--- config.mk ---
export PLATFORM = sky130hd
export DESIGN_NAME = lvds_cda_align_sm
export DESIGN_NICKNAME = d
export VERILOG_FILES = /design/src/rtl/lvds_cda_align_sm.sv
export SDC_FILE = /design/constraint.sdc
export NUM_CORES = 1
export LEC_CHECK = 0
export CORE_ASPECT_RATIO = 1.25
export CORE_MARGIN = 2
export CORE_UTILIZATION = 45
export DETAILED_ROUTE_END_ITERATION = 6
export PLACE_DENSITY = 0.8
export REMOVE_ABC_BUFFERS = 1
export SETUP_SLACK_MARGIN = 0.5
export SLEW_MARGIN = 0
export SYNTH_ARGS = -nofsm -noshare
export SYNTH_HDL_FRONTEND = slang
export SYNTH_SLANG_ARGS = --single-unit
--- constraint.sdc ---
create_clock -name clk -period 7.99 [get_ports clk]
set_input_delay 1.1985 -clock clk [delete_from_list [all_inputs] [get_ports clk]]
set_output_delay 1.1985 -clock clk [all_outputs]
set_load 0.03 [all_outputs]
--- src/rtl/lvds_cda_align_sm.sv ---
// ---------------------------------------------------------------------------
// lvds_cda_align_sm
//
// Channel-data-align controller for the LVDS receive/demux stage. After a
// start request it pulses the per-lane align reset, waits for PLL lock, then
// walks the lanes in order (lane 0 first). For each lane it compares the
// deserialiser word against the training pattern and issues single-clock
// bit-slip pulses until the pattern holds for MATCH_COUNT consecutive words.
// A lane that needs MAX_SLIPS slips is flagged in lane_err and skipped.
// When all lanes have been visited, cda_rdy is raised if no lane failed.
//
// Ports
//   clk           rx_outclock domain clock
//   rst_n         synchronous active-low reset
//   start         one-cycle (re)train request, honoured only in IDLE / DONE
//   rx_locked     LVDS PLL lock
//   rx_out        deserialiser words, lane n = rx_out[n*DESER +: DESER]
//   rx_cda_reset  per-lane align reset (all lanes together)
//   rx_cda        per-lane slip pulse, one-hot, one clock wide
//   cda_rdy       all lanes aligned
//   busy          training in progress
//   lane_err      sticky per-lane failure flags, cleared by start
//
// Build option
//   CDA_AUTO_RETRAIN_EN  when defined, lock loss in DONE restarts training
//                        on its own; otherwise the block returns to IDLE and
//                        waits for start.
//
// All outputs are registered from the next-state decode, so they line up
// with the state register and are clean zeros out of reset.
// ---------------------------------------------------------------------------
module lvds_cda_align_sm #(
    parameter int              NUM_LANES     = 9,
    parameter int              DESER         = 10,
    parameter logic [DESER-1:0] TRAIN_PATTERN = 10'h3E0,
    parameter int              RST_CYCLES    = 4,
    parameter int              SETTLE_CYCLES = 8,
    parameter int              MATCH_COUNT   = 16,
    parameter int              MAX_SLIPS     = 20
) (
    input  logic                       clk,
    input  logic                       rst_n,
    input  logic                       start,
    input  logic                       rx_locked,
    input  logic [NUM_LANES*DESER-1:0] rx_out,
    output logic [NUM_LANES-1:0]       rx_cda_reset,
    output logic [NUM_LANES-1:0]       rx_cda,
    output logic                       cda_rdy,
    output logic                       busy,
    output logic [NUM_LANES-1:0]       lane_err
);

    localparam int LANE_W  = (NUM_LANES > 1) ? $clog2(NUM_LANES) : 1;
    localparam int RST_W   = $clog2(RST_CYCLES + 1);
    localparam int SET_W   = $clog2(SETTLE_CYCLES + 1);
    localparam int MATCH_W = $clog2(MATCH_COUNT + 1);
    localparam int SLIP_W  = $clog2(MAX_SLIPS + 1);

    localparam logic [LANE_W-1:0]  LANE_LAST  = LANE_W'(NUM_LANES - 1);
    localparam logic [RST_W-1:0]   RST_LAST   = RST_W'(RST_CYCLES - 1);
    localparam logic [SET_W-1:0]   SET_LAST   = SET_W'(SETTLE_CYCLES - 1);
    localparam logic [MATCH_W-1:0] MATCH_LAST = MATCH_W'(MATCH_COUNT - 1);
    localparam logic [SLIP_W-1:0]  SLIP_MAX   = SLIP_W'(MAX_SLIPS);

    typedef enum logic [2:0] {
        IDLE,
        CDA_RST,
        WAIT_LOCK,
        SETTLE,
        CHECK,
        SLIP,
        NEXT,
        DONE
    } state_t;

    state_t               state_q,     state_d;
    logic [LANE_W-1:0]    lane_q,      lane_d;
    logic [SLIP_W-1:0]    slip_q,      slip_d;
    logic [RST_W-1:0]     rst_cnt_q,   rst_cnt_d;
    logic [SET_W-1:0]     set_cnt_q,   set_cnt_d;
    logic [MATCH_W-1:0]   match_q,     match_d;
    logic [NUM_LANES-1:0] lane_err_q,  lane_err_d;
    logic [NUM_LANES-1:0] cda_rst_q,   cda_rst_d;
    logic [NUM_LANES-1:0] cda_q,       cda_d;
    logic                 rdy_q,       rdy_d;
    logic                 busy_q,      busy_d;

    logic [DESER-1:0]     lane_word [NUM_LANES];
    logic [DESER-1:0]     cur_word;
    logic                 go_rst;
    logic [SLIP_W-1:0]    slip_inc;

    // Word of the lane currently being trained.
    always_comb begin
        for (int i = 0; i < NUM_LANES; i++) begin
            lane_word[i] = rx_out[i*DESER +: DESER];
        end
        cur_word = lane_word[lane_q];
    end

    // Saturating slip increment so the counter can never wrap.
    assign slip_inc = (slip_q == SLIP_MAX) ? slip_q : slip_q + SLIP_W'(1);

    always_comb begin
        state_d    = state_q;
        lane_d     = lane_q;
        slip_d     = slip_q;
        rst_cnt_d  = rst_cnt_q;
        set_cnt_d  = set_cnt_q;
        match_d    = match_q;
        lane_err_d = lane_err_q;
        go_rst     = 1'b0;

        unique case (state_q)
            IDLE: begin
                if (start) go_rst = 1'b1;
            end

            CDA_RST: begin
                if (rst_cnt_q == RST_LAST) state_d = WAIT_LOCK;
                else                       rst_cnt_d = rst_cnt_q + RST_W'(1);
            end

            WAIT_LOCK: begin
                if (rx_locked) state_d = SETTLE;
            end

            SETTLE: begin
                if (!rx_locked)                state_d = WAIT_LOCK;
                else if (set_cnt_q == SET_LAST) state_d = CHECK;
                else                           set_cnt_d = set_cnt_q + SET_W'(1);
            end

            CHECK: begin
                if (!rx_locked) begin
                    state_d = WAIT_LOCK;
                end else if (cur_word != TRAIN_PATTERN) begin
                    // A lane can only be back here at the slip limit if lock
                    // dropped on its final slip; it is already flagged.
                    state_d = (slip_q == SLIP_MAX) ? NEXT : SLIP;
                end else if (match_q == MATCH_LAST) begin
                    state_d = NEXT;
                end else begin
                    match_d = match_q + MATCH_W'(1);
                end
            end

            SLIP: begin
                // The pulse is on the pins this cycle, so it counts even if
                // lock is lost at the same time.
                slip_d = slip_inc;
                if (slip_inc == SLIP_MAX) lane_err_d[lane_q] = 1'b1;
                if (!rx_locked)                state_d = WAIT_LOCK;
                else if (slip_inc == SLIP_MAX) state_d = NEXT;
                else                           state_d = SETTLE;
            end

            NEXT: begin
                // Lane advance is held back on lock loss so the relock
                // resumes the same lane cleanly.
                if (!rx_locked) begin
                    state_d = WAIT_LOCK;
                end else begin
                    slip_d = '0;
                    if (lane_q == LANE_LAST) begin
                        state_d = DONE;
                    end else begin
                        lane_d  = lane_q + LANE_W'(1);
                        state_d = SETTLE;
                    end
                end
            end

            DONE: begin
                if (start) begin
                    go_rst = 1'b1;
                end else if (!rx_locked) begin
`ifdef CDA_AUTO_RETRAIN_EN
                    go_rst = 1'b1;
`else
                    state_d = IDLE;
`endif
                end
            end

            default: state_d = IDLE;
        endcase

        if (go_rst) begin
            state_d    = CDA_RST;
            rst_cnt_d  = '0;
            lane_d     = '0;
            slip_d     = '0;
            lane_err_d = '0;
        end

        // Timers restart on every entry into their state.
        if (state_d == SETTLE && state_q != SETTLE) set_cnt_d = '0;
        if (state_d == CHECK  && state_q != CHECK)  match_d   = '0;
    end

    // Output decode from the next state; registered below.
    always_comb begin
        cda_rst_d = (state_d == CDA_RST) ? {NUM_LANES{1'b1}} : '0;
        cda_d     = '0;
        if (state_d == SLIP) cda_d[lane_d] = 1'b1;
        rdy_d     = (state_d == DONE) && (lane_err_d == '0);
        busy_d    = !(state_d inside {IDLE, DONE});
    end

    always_ff @(posedge clk) begin
        if (!rst_n) begin
            state_q    <= IDLE;
            lane_q     <= '0;
            slip_q     <= '0;
            rst_cnt_q  <= '0;
            set_cnt_q  <= '0;
            match_q    <= '0;
            lane_err_q <= '0;
            cda_rst_q  <= '0;
            cda_q      <= '0;
            rdy_q      <= 1'b0;
            busy_q     <= 1'b0;
        end else begin
            state_q    <= state_d;
            lane_q     <= lane_d;
            slip_q     <= slip_d;
            rst_cnt_q  <= rst_cnt_d;
            set_cnt_q  <= set_cnt_d;
            match_q    <= match_d;
            lane_err_q <= lane_err_d;
            cda_rst_q  <= cda_rst_d;
            cda_q      <= cda_d;
            rdy_q      <= rdy_d;
            busy_q     <= busy_d;
        end
    end

    assign rx_cda_reset = cda_rst_q;
    assign rx_cda       = cda_q;
    assign cda_rdy      = rdy_q;
    assign busy         = busy_q;
    assign lane_err     = lane_err_q;

endmodule
# Word level (Yosys, flattened, before mapping)
# Cells that the tools add are included.
# op_classes
n_reduce_logical	20
n_addsub	5
n_mux	36
n_lt_le_gt_ge	5
n_shift	0
eq_ne	22
multipliers	0
bitwise_logic	7
div_mod_pow	0
# op_table
operator	n
2-to-1 mux 3 bit	14
binary-select mux 10 bit (select 4 bit)	1
2-to-1 mux 9 bit	4
== test 3 bit (second input constant)	7
case mux 3 bit (7 select lines)	1
2-to-1 mux 10 bit	2
2-to-1 mux 4 bit	4
== test 3 x 2 -> 1 bit (second input constant)	4
adder 5 x 1 -> 5 bit (second input constant)	2
== test 5 bit (second input constant)	2
< comparator 4 x 5 -> 1 bit (second input constant)	2
2-to-1 mux 5 bit	2
!= test 10 bit (second input constant)	1
case mux 5 bit (2 select lines)	1
logical NOT 9 bit	1
OR 9 bit	1
adder 4 x 1 -> 4 bit (second input constant)	2
demux 1 bit (select 4 bit)	2
>= comparator 4 x 1 -> 1 bit (second input constant)	2
OR reduction 2 bit	4
== test 3 x 1 -> 1 bit (second input constant)	2
logical NOT 3 bit	2
AND reduction 2 bit	3
== test 5 x 4 -> 1 bit (second input constant)	1
other kinds (16)	28
# word_totals
rom_bits	0
output_inout_bits	29
latchBits	0
mem_bits_rw	0
register_bits	53
input_bits	94
memories	0
elab_cells	106

# Depth between registers and ports, before layout
# Gate-level depths: netlist of run 1.
# depth
word_depth	12
mapped_depth	10
mapped_depth_nobuf	10

# Worst setup path before layout of run 1
# OpenSTA, ideal clock, no wires.
# synth_timing
path_kind	input port to flip-flop
from	in rx_out[81]
to	reg set_cnt_q[1]
required_ps	7861
setup_slack_ps	4562
arrival_ps	3299
setup_ps	129
path_stages	8
path_buffers	0
cell_sequence	or4_1 > nor2_1 > nor4_1 > or4_4 > o211a_4 > a221oi_4 > nor4b_4 > nor3b_1
# synth_between
elab_chain_cells	11
# synth_rtl
element	line	rtl
start, declared	45	input logic [NUM_LANES*DESER-1:0] rx_out,
binary-select mux 10 bit (select 4 bit)	98	cur_word = lane_word[lane_q];
2-to-1 mux 10 bit (not written as such) (2 in series)	98	
!= test 10 bit	137	end else if (cur_word != TRAIN_PATTERN) begin
2-to-1 mux 3 bit	137	
2-to-1 mux 3 bit	135	if (!rx_locked) begin
case mux 3 bit (7 select lines)	114	unique case (state_q)
2-to-1 mux 3 bit	189	if (go_rst) begin
== test 3 x 2 -> 1 bit	198	if (state_d == SETTLE && state_q != SETTLE) set_cnt_d = '0;
logical AND 1 bit	198	
OR reduction 2 bit (no line)	--	
end signal, assigned	229	set_cnt_q <= set_cnt_d;
end, declared	80	logic [SET_W-1:0] set_cnt_q, set_cnt_d;
# No other way between the ends. The select of a mux whose other input is x is not followed.
# A chain may end at the register's enable or synchronous reset.

# Worst setup path after layout of run 1
# Same ends and word-level chain as after synthesis.

==> results of run 1 <==
==> layout make-up <==
type                       count  area share
inverter                      13      0.0117
clock buffer                   5      0.0165
sequential                    45       0.216
clock inverter                 3     0.00509
timing repair buffer         122       0.292
multi-input combinational    270       0.433
tap                           87      0.0261
==> worst max path at each step <==
stage | start | to | cells past startpoint
floorplan | rx_out[81] | set_cnt_q[1] | 8
global placement | rx_out[81] | set_cnt_q[1] | 9
detailed placement | rx_out[81] | set_cnt_q[1] | 9
CTS | rx_out[81] | set_cnt_q[1] | 9
global route | rx_out[81] | set_cnt_q[1] | 9
finish | rx_out[81] | set_cnt_q[1] | 9
==> flip-flops by register name (all words and copies together), names as in the netlist <==
| signal | count |
|---|---|
| busy | 1 |
| cda_rdy | 1 |
| lane_err | 9 |
| lane_q | 4 |
| match_q | 5 |
| rst_cnt_q | 3 |
| rx_cda | 9 |
| rx_cda_reset | 1 |
| set_cnt_q | 4 |
| slip_q | 5 |
| state_q | 3 |
==> metal layers <==
metal,up-vias,global-route usage,part of all wire
met1,1390,0.243,0.38
met2,103,0.463,0.53
met4,0,0.0909,0.027
met3,15,0.0641,0.071
li1,1497,-,-
met5,-,0,0
==> cell families (layout without fill, tap and decap cells) <==
family / after synthesis / after routing
mux: 13 / 13
flops: 45 / 45
buf+inv: 37 / 143
simple gates: 166 / 166
xor+xnor: 9 / 9
compound gates: 71 / 71
fa+ha+maj: 11 / 11
==> where the power goes <==
group          switching, W  internal (W)  total (W)
sequential       0.00000266      0.000226   0.000229
clock             0.0000812     0.0000621   0.000143
combinational     0.0000320     0.0000565  0.0000885
total              0.000116      0.000345   0.000461
==> per-stage QoR <==
step,power (W),util,cell area (µm²)
floorplan,0.000261,-,2760
global placement,0.000321,0.635,4090
detailed placement,0.000323,0.635,4090
CTS,0.000463,0.649,4180
global route,0.000479,0.649,4180
finish,0.000461,0.649,4180
==> layout by cell type, fill, tap and decap left out, types with 3 or more instances in the layout <==
| master | instances |
|---|---|
| nor4_1 | 11 |
| nand2b_1 | 5 |
| nand3_1 | 12 |
| or2_2 | 3 |
| a21oi_1 | 22 |
| and2_1 | 6 |
| nand4_1 | 9 |
| inv_1 | 12 |
| clkdlybuf4s50_1 | 122 |
| o211ai_1 | 5 |
| o21ai_0 | 15 |
| nor2b_1 | 4 |
| nand4b_1 | 4 |
| a31oi_1 | 4 |
| nand3b_1 | 5 |
| nor2_1 | 47 |
| nor3_1 | 12 |
| a211oi_1 | 5 |
| clkbuf_8 | 5 |
| ha_1 | 11 |
| or4_1 | 4 |
| xnor2_1 | 8 |
| nor3b_1 | 6 |
| mux2i_1 | 11 |
| dfxtp_1 | 45 |
| and3_1 | 6 |
| nand2_1 | 17 |
==> critical path, delay by kind of cell <==
kind	cells	cell delay [ns]
AOI/OAI and AO/OA	2	0.59
buffers and inverters	1	0.40
and+or+nand+nor	6	1.82
==> reports/metrics.cfg, run 1 <==
[synthesis]
synth_cell_types=64
synthMuxAreaShare=0.0488
synth-simple-area-share=0.324
synth_area_per_cell_um2=8.38
synth_largest_area_cell=dfxtp_1
synth_edf_count=0
synth_top_area_frac=0.305
ys.flop_type=dfxtp_1
synth-seq-cells=45
netlist_area_mm2=0.00295
synth_xor_area_frac=0.0267
synthAdderAreaFrac=0.0466
yosysWarnings=0
synth_compound_area_frac=0.167
synth.most_common_cell=nor2_1
synth.cells.most_frequent=47 x nor2_1, 45 x dfxtp_1, 22 x a21oi_1
synth_area_leaders=dfxtp_1 31%, nor2_1 6.0%, ha_1 4.7%
syn_inst=352
seq_area_frac_synth=0.305
synth_top_family_by_area=simple AND/OR/NAND/NOR gates
synth-async-reset-ratio=0

[floorplanning]
die_h_um=94.5
chipWidth_um=76.4
coreArea_mm2=0.00644
num_rows=33
initial_utilization=0.458
io_pins=123
die-area_mm2=0.00722

[sta]
setup_viol=0
period_minus_slack_ns=3.81
skew_ns=0.00742
hold_ws_ns=0.506
fin_tns_setup_ns=0
fmax_ghz=0.262
finalCritPeriodShare=0.477
slew_viol_final=0
slew_headroom=0.294
tightest_slew_ns=1.06
setup_slack_ns=4.18
rsz0062_at_grt=no
hold_violations=0

[worst_setup_path]
critPathRequiredTime_ns=8.18
rr_startpoint=lane_q[0]
critPathSlowestCell=or4_4
r2r_setup_slack_ns=4.65
start_kind=primary input
crit_type=primary input to flip-flop
r2r.worst_path.cells=8
timing.rr.end=set_cnt_q[1]
critPathCaptureType=flip-flop
worstPathMaxFanout=7
max_stage_delay_ns=0.59
cp_cell_sequence=clkdlybuf4s50_1 > or4_1 > nor2_1 > nor4_1 > or4_4 > o211a_4 > a221oi_4 > nor4b_4 > nor3b_1
cp.arrival_ns=4.00

[clocking]
post-cts-setup-buffers=0
htree_levels=2
cts_hold_buffers=0
clock_latency_ns=0.30
ctsResizeCount=0
cts_tree=done
clock_path_buffers=2
cts-buffers-inserted=5
root_buffer=clkbuf_8
clock-sinks=45
clk_pin_slew_ns=0.09

[layout]
antenna_cells=0
drive_gt1_frac=0.0699
nets=562
syn_to_final_growth_pct=41.6
fillers=575
multi_input_area_mm2=0.00181
final_cells=545
seq_area_um2=901

[power]
leakage_nw=1.44
power_density_mw_per_mm2=110
max-vdd-ir-drop_mv=0.134

[routing]
dr.pass1.iters=4
vias=3005
ant_nets=0
viasPerCell=5.51
drc_errors=0
wire_per_inst_um=15.7
drt_iter0_markers=86
wirelength_mm=8.58

[status]
outcome=complete, no violations

[global_route]
grt_max_degree=30
grt_usage=0.238
grt_first_pass_wirelength_mm=14.0
overflow=0
grt_antenna_before_repair=0
grt_pass1_vias=2936

[worst_hold_path]
hold_start=rst_cnt_q[2]
worstHoldPathCells=2
whs_endpoint=rst_cnt_q[2]
min_path_type=flip-flop to flip-flop

[place]
place_hpwl_mm=6.83
gp_congestion=0.842
portBuffers=122
post-place-ws_ns=3.84
dp_cells=537

[job]
cap_violations=0

Note: power is estimated with default switching activity, not from simulation.
==> run 2: changes to the inputs <==
--- a/config.mk
+++ b/config.mk
@@ -7,9 +7,9 @@
 export LEC_CHECK = 0
 export CORE_ASPECT_RATIO = 1.25
 export CORE_MARGIN = 2
-export CORE_UTILIZATION = 45
+export CORE_UTILIZATION = 43
 export DETAILED_ROUTE_END_ITERATION = 6
-export PLACE_DENSITY = 0.8
+export PLACE_DENSITY = 0.77
 export REMOVE_ABC_BUFFERS = 1
 export SETUP_SLACK_MARGIN = 0.5
 export SLEW_MARGIN = 0
==> constraint.sdc (replaced) <==
create_clock -name clk -period 4 [get_ports clk]
set_input_delay 0.6 -clock clk [delete_from_list [all_inputs] [get_ports clk]]
set_output_delay 0.6 -clock clk [all_outputs]
set_load 0.03 [all_outputs]
==> run 2 against run 1 <==
Net effect:
- critical path depth unchanged
- sequential cell count unchanged
- sequential share of layout area decreased by 0.084 points
- register-to-register slack got worse by 3.6 ns
- first-iteration DRC count increased by 24%
- die area increased by 4.4%
==> reports/metrics.cfg, run 2 (synthesized netlist as in run 1, its figures left out) <==
[place]
gp_congestion=0.819  ; was 0.842
dpl-instance-area_mm2=0.00410  ; was 0.00409 mm²
portBuffers=122  ; unchanged
place_hpwl_mm=6.84  ; was 6.83 mm

[clocking]
post-cts-setup-buffers=0  ; unchanged
clk_pin_slew_ns=0.08  ; was 0.09 ns
cts_tree=done  ; unchanged
htree_levels=2  ; unchanged
cts-buffers-inserted=5  ; unchanged
clock_latency_ns=0.30  ; about the same
root_buffer=clkbuf_8  ; unchanged
clock_path_buffers=2  ; unchanged
cts_hold_buffers=0  ; unchanged
clock-sinks=45  ; unchanged
ctsResizeCount=0  ; unchanged

[worst_setup_path]
crit_type=primary input to flip-flop  ; unchanged
critPathCaptureType=flip-flop  ; unchanged
critPathRequiredTime_ns=4.18  ; was 8.18 ns
start_kind=primary input  ; unchanged
cp.arrival_ns=3.32  ; was 4.00 ns
worstPathMaxFanout=7  ; unchanged

[sta]
skew_ns=0.00696  ; was 0.00742 ns
finalCritPeriodShare=0.786
fmax_ghz=0.318
setup_viol=0  ; unchanged
fin_tns_setup_ns=0  ; unchanged
slew_viol_final=0  ; unchanged
slew_headroom=0.477  ; was 0.294
tightest_slew_ns=0.773  ; was 1.06 ns
period_minus_slack_ns=3.14
hold_violations=0  ; unchanged
rsz0062_at_grt=no  ; unchanged

[layout]
antenna_cells=0  ; unchanged
mostFrequentLayoutCells=122 x clkdlybuf4s50_1, 47 x nor2_1, 45 x dfxtp_1, 22 x a21oi_1, 17 x nand2_1  ; unchanged
fillers=581  ; was 575
syn_to_final_growth_pct=42.2  ; was 41.6%
seq_area_um2=901  ; unchanged
final_common_cell=clkdlybuf4s50_1  ; unchanged
design_area_mm2=0.00419  ; was 0.00418 mm²
multi_input_area_mm2=0.00181  ; unchanged
nets=564  ; was 562
drive_gt1_frac=0.0739  ; was 0.0699

[global_route]
grt_antenna_before_repair=0  ; unchanged
grt_usage=0.225  ; was 0.238
grt_first_pass_wirelength_mm=13.9  ; was 14.0 mm
grt_max_degree=29  ; was 30
grt_pass1_vias=2902  ; was 2936
overflow=0  ; unchanged

[routing]
ant_nets=0  ; unchanged
drt_iter0_markers=107  ; was 86
wire_per_inst_um=15.5  ; was 15.7 µm
vias=2991  ; was 3005
wirelength_mm=8.47  ; was 8.58 mm
dr.pass1.iters=6  ; was 4
viasPerCell=5.47  ; was 5.51
drc_errors=0  ; unchanged

[power]
p_total_w=0.000914  ; was 0.000461 W
leakage_nw=1.44  ; about the same
max-vdd-ir-drop_mv=0.264  ; was 0.134 mV
power_density_mw_per_mm2=218  ; was 110 mW/mm²

[worst_hold_path]
min_path_type=flip-flop to flip-flop  ; unchanged

[floorplanning]
coreArea_mm2=0.00661  ; was 0.00644 mm²
die_h_um=96.6  ; was 94.5 µm
die-area_mm2=0.00754  ; was 0.00722 mm²
initial_utilization=0.447  ; was 0.458
num_rows=33  ; unchanged
io_pins=123  ; unchanged
chipWidth_um=78.1  ; was 76.4 µm

[status]
outcome=complete, no violations  ; unchanged

[job]
cap_violations=0  ; unchanged

==> run 2: routing by layer <==
layer  up-vias  share of wire  global-route usage
met5         -              0                   0
met2        93           0.52               0.419
met4         0          0.010              0.0594
met3        10          0.074              0.0653
met1      1392           0.39               0.245
li1       1496              -                   -
==> run 2: critical path, stage by stage <==
cell             delay [ns]
clkdlybuf4s50_1        0.40
or4_1                  0.54
nor2_1                 0.12
nor4_1                 0.05
or4_4                  0.57
o211a_4                0.27
a221oi_4               0.33
nor4b_4                0.35
nor3b_1                0.09
==> run 2: final cells by class <==
class	count	share of cell area
clock buffer	5	0.0164
clock inverter	3	0.00537
inverter	13	0.0116
multi-input combinational	270	0.431
sequential	45	0.215
tap	87	0.0260
timing repair buffer	124	0.295
==> run 2: path summary, 6_finish.rpt <==
kind	from	endpoint	slack [ns]	cells after the start
max	rx_out[81]	set_cnt_q[1]	0.86	9
min	rst_cnt_q[2]	rst_cnt_q[2]	0.50	2
min reg2reg	rst_cnt_q[2]	rst_cnt_q[2]	0.50	2
max reg2reg	slip_q[0]	rx_cda[1]	1.02	10
==> run 2: report_power, final <==
group | total [W] | internal (W) | switching (W)
logic | 0.000176 | 0.000113 | 0.0000629
registers | 0.000457 | 0.000452 | 0.00000520
clock network | 0.000281 | 0.000123 | 0.000159
total | 0.000914 | 0.000687 | 0.000227
==> run 2: stage by stage <==
stage	instances	setup slack, ns	hold slack [ns]	util
6_report	547	0.858	0.500	0.635
5_1_grt	547	0.693	0.539	0.635
4_1_cts	547	0.856	0.505	0.635
3_5_place_dp	539	0.545	0.493	0.621
3_3_place_gp	539	0.592	0.478	0.621
2_1_floorplan	328	1.14	0.465	-
==> run 3: changes to the inputs <==
==> constraint.sdc (replaced) <==
create_clock -name clk -period 3.3 [get_ports clk]
set_input_delay 0.495 -clock clk [delete_from_list [all_inputs] [get_ports clk]]
set_output_delay 0.495 -clock clk [all_outputs]
set_load 0.03 [all_outputs]
==> run 3 against run 2 <==
Net effect:
- worst setup slack worse by 0.29 ns
- combinational power up 23%
- sequential share of layout area fell by 1.4 points
- critical path type unchanged
- largest power group unchanged
- highest routed layer unchanged
==> reports/metrics.cfg, run 3 (synthesized netlist as in run 1, its figures left out) <==
[worst_setup_path]
timing.rr.end=set_cnt_q[0]  ; was rx_cda[1]
cp.arrival_ns=2.92  ; was 3.32 ns
critPathSlowestCell=or4_4  ; unchanged
r2r_setup_slack_ns=0.60  ; was 1.02 ns
startpoint=rx_out[15]  ; was rx_out[81]
path_depth=9  ; unchanged
critPathCaptureType=flip-flop  ; unchanged
cp_common_cell=o211ai_1
worstPathMaxFanout=5  ; was 7
cp_cell_sequence=clkdlybuf4s50_1 > nand3_1 > o211ai_1 > o211ai_1 > or4_4 > o211a_4 > a221oi_4 > nor4b_4 > nor2_1  ; was clkdlybuf4s50_1 > or4_1 > nor2_1 > nor4_1 > or4_4 > o211a_4 > a221oi_4 > nor4b_4 > nor3b_1
crit_family=simple AND/OR/NAND/NOR gates  ; unchanged
max_stage_delay_ns=0.57  ; about the same
rr_startpoint=lane_q[2]  ; was slip_q[0]
cp-endpoint=set_cnt_q[0]  ; was set_cnt_q[1]
start_kind=primary input  ; unchanged
crit_type=primary input to flip-flop  ; unchanged
crit_buf_inv=1  ; unchanged
critPathRequiredTime_ns=3.49  ; was 4.18 ns
r2r.worst_path.cells=9  ; was 10

[routing]
vias=3162  ; was 2991
viasPerCell=5.62  ; was 5.47
dr.pass1.iters=4  ; was 6
wirelength_mm=9.39  ; was 8.47 mm
ant_nets=0  ; unchanged
wire_per_inst_um=16.7  ; was 15.5 µm
drt_iter0_markers=98  ; was 107
drc_errors=0  ; unchanged

[clocking]
clk_pin_slew_ns=0.08  ; about the same
root_buffer=clkbuf_8  ; unchanged
cts_tree=done  ; unchanged
clock_path_buffers=2  ; unchanged
clock_latency_ns=0.30  ; about the same
htree_levels=2  ; unchanged
clock-sinks=45  ; unchanged
cts-buffers-inserted=5  ; unchanged
cts_hold_buffers=0  ; unchanged

[layout]
antenna_cells=0  ; unchanged
nets=580  ; was 564
drive_gt1_frac=0.143  ; was 0.0739
multi_input_area_mm2=0.00192  ; was 0.00181 mm²
seq_area_um2=912  ; was 901 µm²
mostFrequentLayoutCells=96 x clkdlybuf4s50_1, 46 x nor2_1, 42 x dfxtp_1, 21 x a21oi_1, 17 x nand2_1  ; was 122 x clkdlybuf4s50_1, 47 x nor2_1, 45 x dfxtp_1, 22 x a21oi_1, 17 x nand2_1
fin_util=0.688  ; was 0.635
syn_to_final_growth_pct=53.9  ; was 42.2%
final_common_cell=clkdlybuf4s50_1  ; unchanged
design_area_mm2=0.00454  ; was 0.00419 mm²
fillers=529  ; was 581

[sta]
fin_tns_setup_ns=0  ; unchanged
period_minus_slack_ns=2.74
finalCritPeriodShare=0.829
setup_viol=0  ; unchanged
tightest_slew_ns=0.760  ; was 0.773 ns
hold_violations=0  ; unchanged
slew_viol_final=0  ; unchanged
rsz0062_at_grt=yes  ; was no
fmax_ghz=0.365
slew_headroom=0.486  ; was 0.477
skew_ns=0.00808  ; was 0.00696 ns

[global_route]
grt_antenna_before_repair=0  ; unchanged
overflow=0  ; unchanged
grt_first_pass_wirelength_mm=14.6  ; was 13.9 mm
grt_usage=0.236  ; was 0.225
grt_pass1_vias=3175  ; was 2902
grt_max_degree=20  ; was 29

[place]
portBuffers=122  ; unchanged
dpl-instance-area_mm2=0.00416  ; was 0.00410 mm²
place_hpwl_mm=7.04  ; was 6.84 mm
gp_congestion=0.827  ; was 0.819

[power]
leakage_nw=1.75  ; was 1.44 nW
power_density_mw_per_mm2=280  ; was 218 mW/mm²
max-vdd-ir-drop_mv=0.292  ; was 0.264 mV
p_total_w=0.00127  ; was 0.000914 W

[floorplanning]
initial_utilization=0.447  ; unchanged
coreArea_mm2=0.00661  ; unchanged
die-area_mm2=0.00754  ; unchanged
num_rows=33  ; unchanged
chipWidth_um=78.1  ; unchanged
io_pins=123  ; unchanged
die_h_um=96.6  ; unchanged

[worst_hold_path]
min_path_type=flip-flop to flip-flop  ; unchanged

[status]
outcome=complete, no violations  ; unchanged

[job]
cap_violations=0  ; unchanged

==> run 3: changes by cell type in the layout (fill, tap and decap cells not counted), sizes merged, moves of 2 or more <==
cell,previous run,this run
buf,2,17
bufinv,0,2
clkdlybuf4s15,0,4
clkdlybuf4s50,122,96
clkinvlp,3,0
dlygate4sd2,0,6
dlymetal6s2s,0,16
==> run 3: area by class of cell <==
type / count / area share
repair buffers: 140 / 0.311
clock inverters: 3 / 0.0152
flip-flops and latches: 45 / 0.201
multi-input cells: 270 / 0.423
well taps: 87 / 0.0240
clock buffers: 5 / 0.0152
inverters: 13 / 0.0107
==> run 3: how the worst min path moves through the flow <==
stage / startpoint / end / slack [ns] / cells past startpoint
after CTS: match_q[4] / match_q[4] / 0.51 / 2
after global placement: rst_cnt_q[1] / rst_cnt_q[1] / 0.48 / 2
final: match_q[4] / match_q[4] / 0.51 / 2
after global routing: lane_err[4] / lane_err[4] / 0.53 / 2
after detailed placement: lane_err[4] / lane_err[4] / 0.49 / 2
after floorplan: rst_cnt_q[1] / rst_cnt_q[1] / 0.46 / 2
==> run 3: timing repair <==
action                                  CTS  global route
endpoints found under the hold margin     0             0
setup buffers                             5             3
pin swaps                                16            26
endpoints found under the setup margin   19            19
gates cloned                              0             1
resized for setup                        25            40
==> run 3: worst register-to-register path: cells and delay by family, from the launching register on <==
| family | cells | cell delay [ns] |
|---|---|---|
| AOI/OAI and AO/OA | 4 | 0.88 |
| DFF | 1 | 0.36 |
| and+or+nand+nor | 4 | 1.20 |
| buffers and inverters | 1 | 0.17 |
==> run 3: metal layers <==
layer	track usage	up-vias	wire [µm]
met5	0	-	0
met4	0.0540	0	160
met3	0.0522	20	610
met2	0.464	125	5130
met1	0.248	1493	3490
li1	-	1524	-
==> run 3: stage by stage <==
| stage | hold slack [ns] | setup WS (ns) | cells |
|---|---|---|---|
| 2_1_floorplan | 0.465 | 0.477 | 328 |
| 3_3_place_gp | 0.478 | 0.00210 | 546 |
| 3_5_place_dp | 0.493 | -0.0340 | 546 |
| 4_1_cts | 0.507 | 0.501 | 559 |
| 5_1_grt | 0.530 | 0.415 | 563 |
| 6_report | 0.507 | 0.563 | 563 |
==> run 3: power breakdown <==
group	switching [W]	internal [W]	leakage (nW)
clock	0.000200	0.000305	0.0687
sequential	0.00000641	0.000545	0.366
combinational	0.0000828	0.000134	1.32
total	0.000289	0.000984	1.75
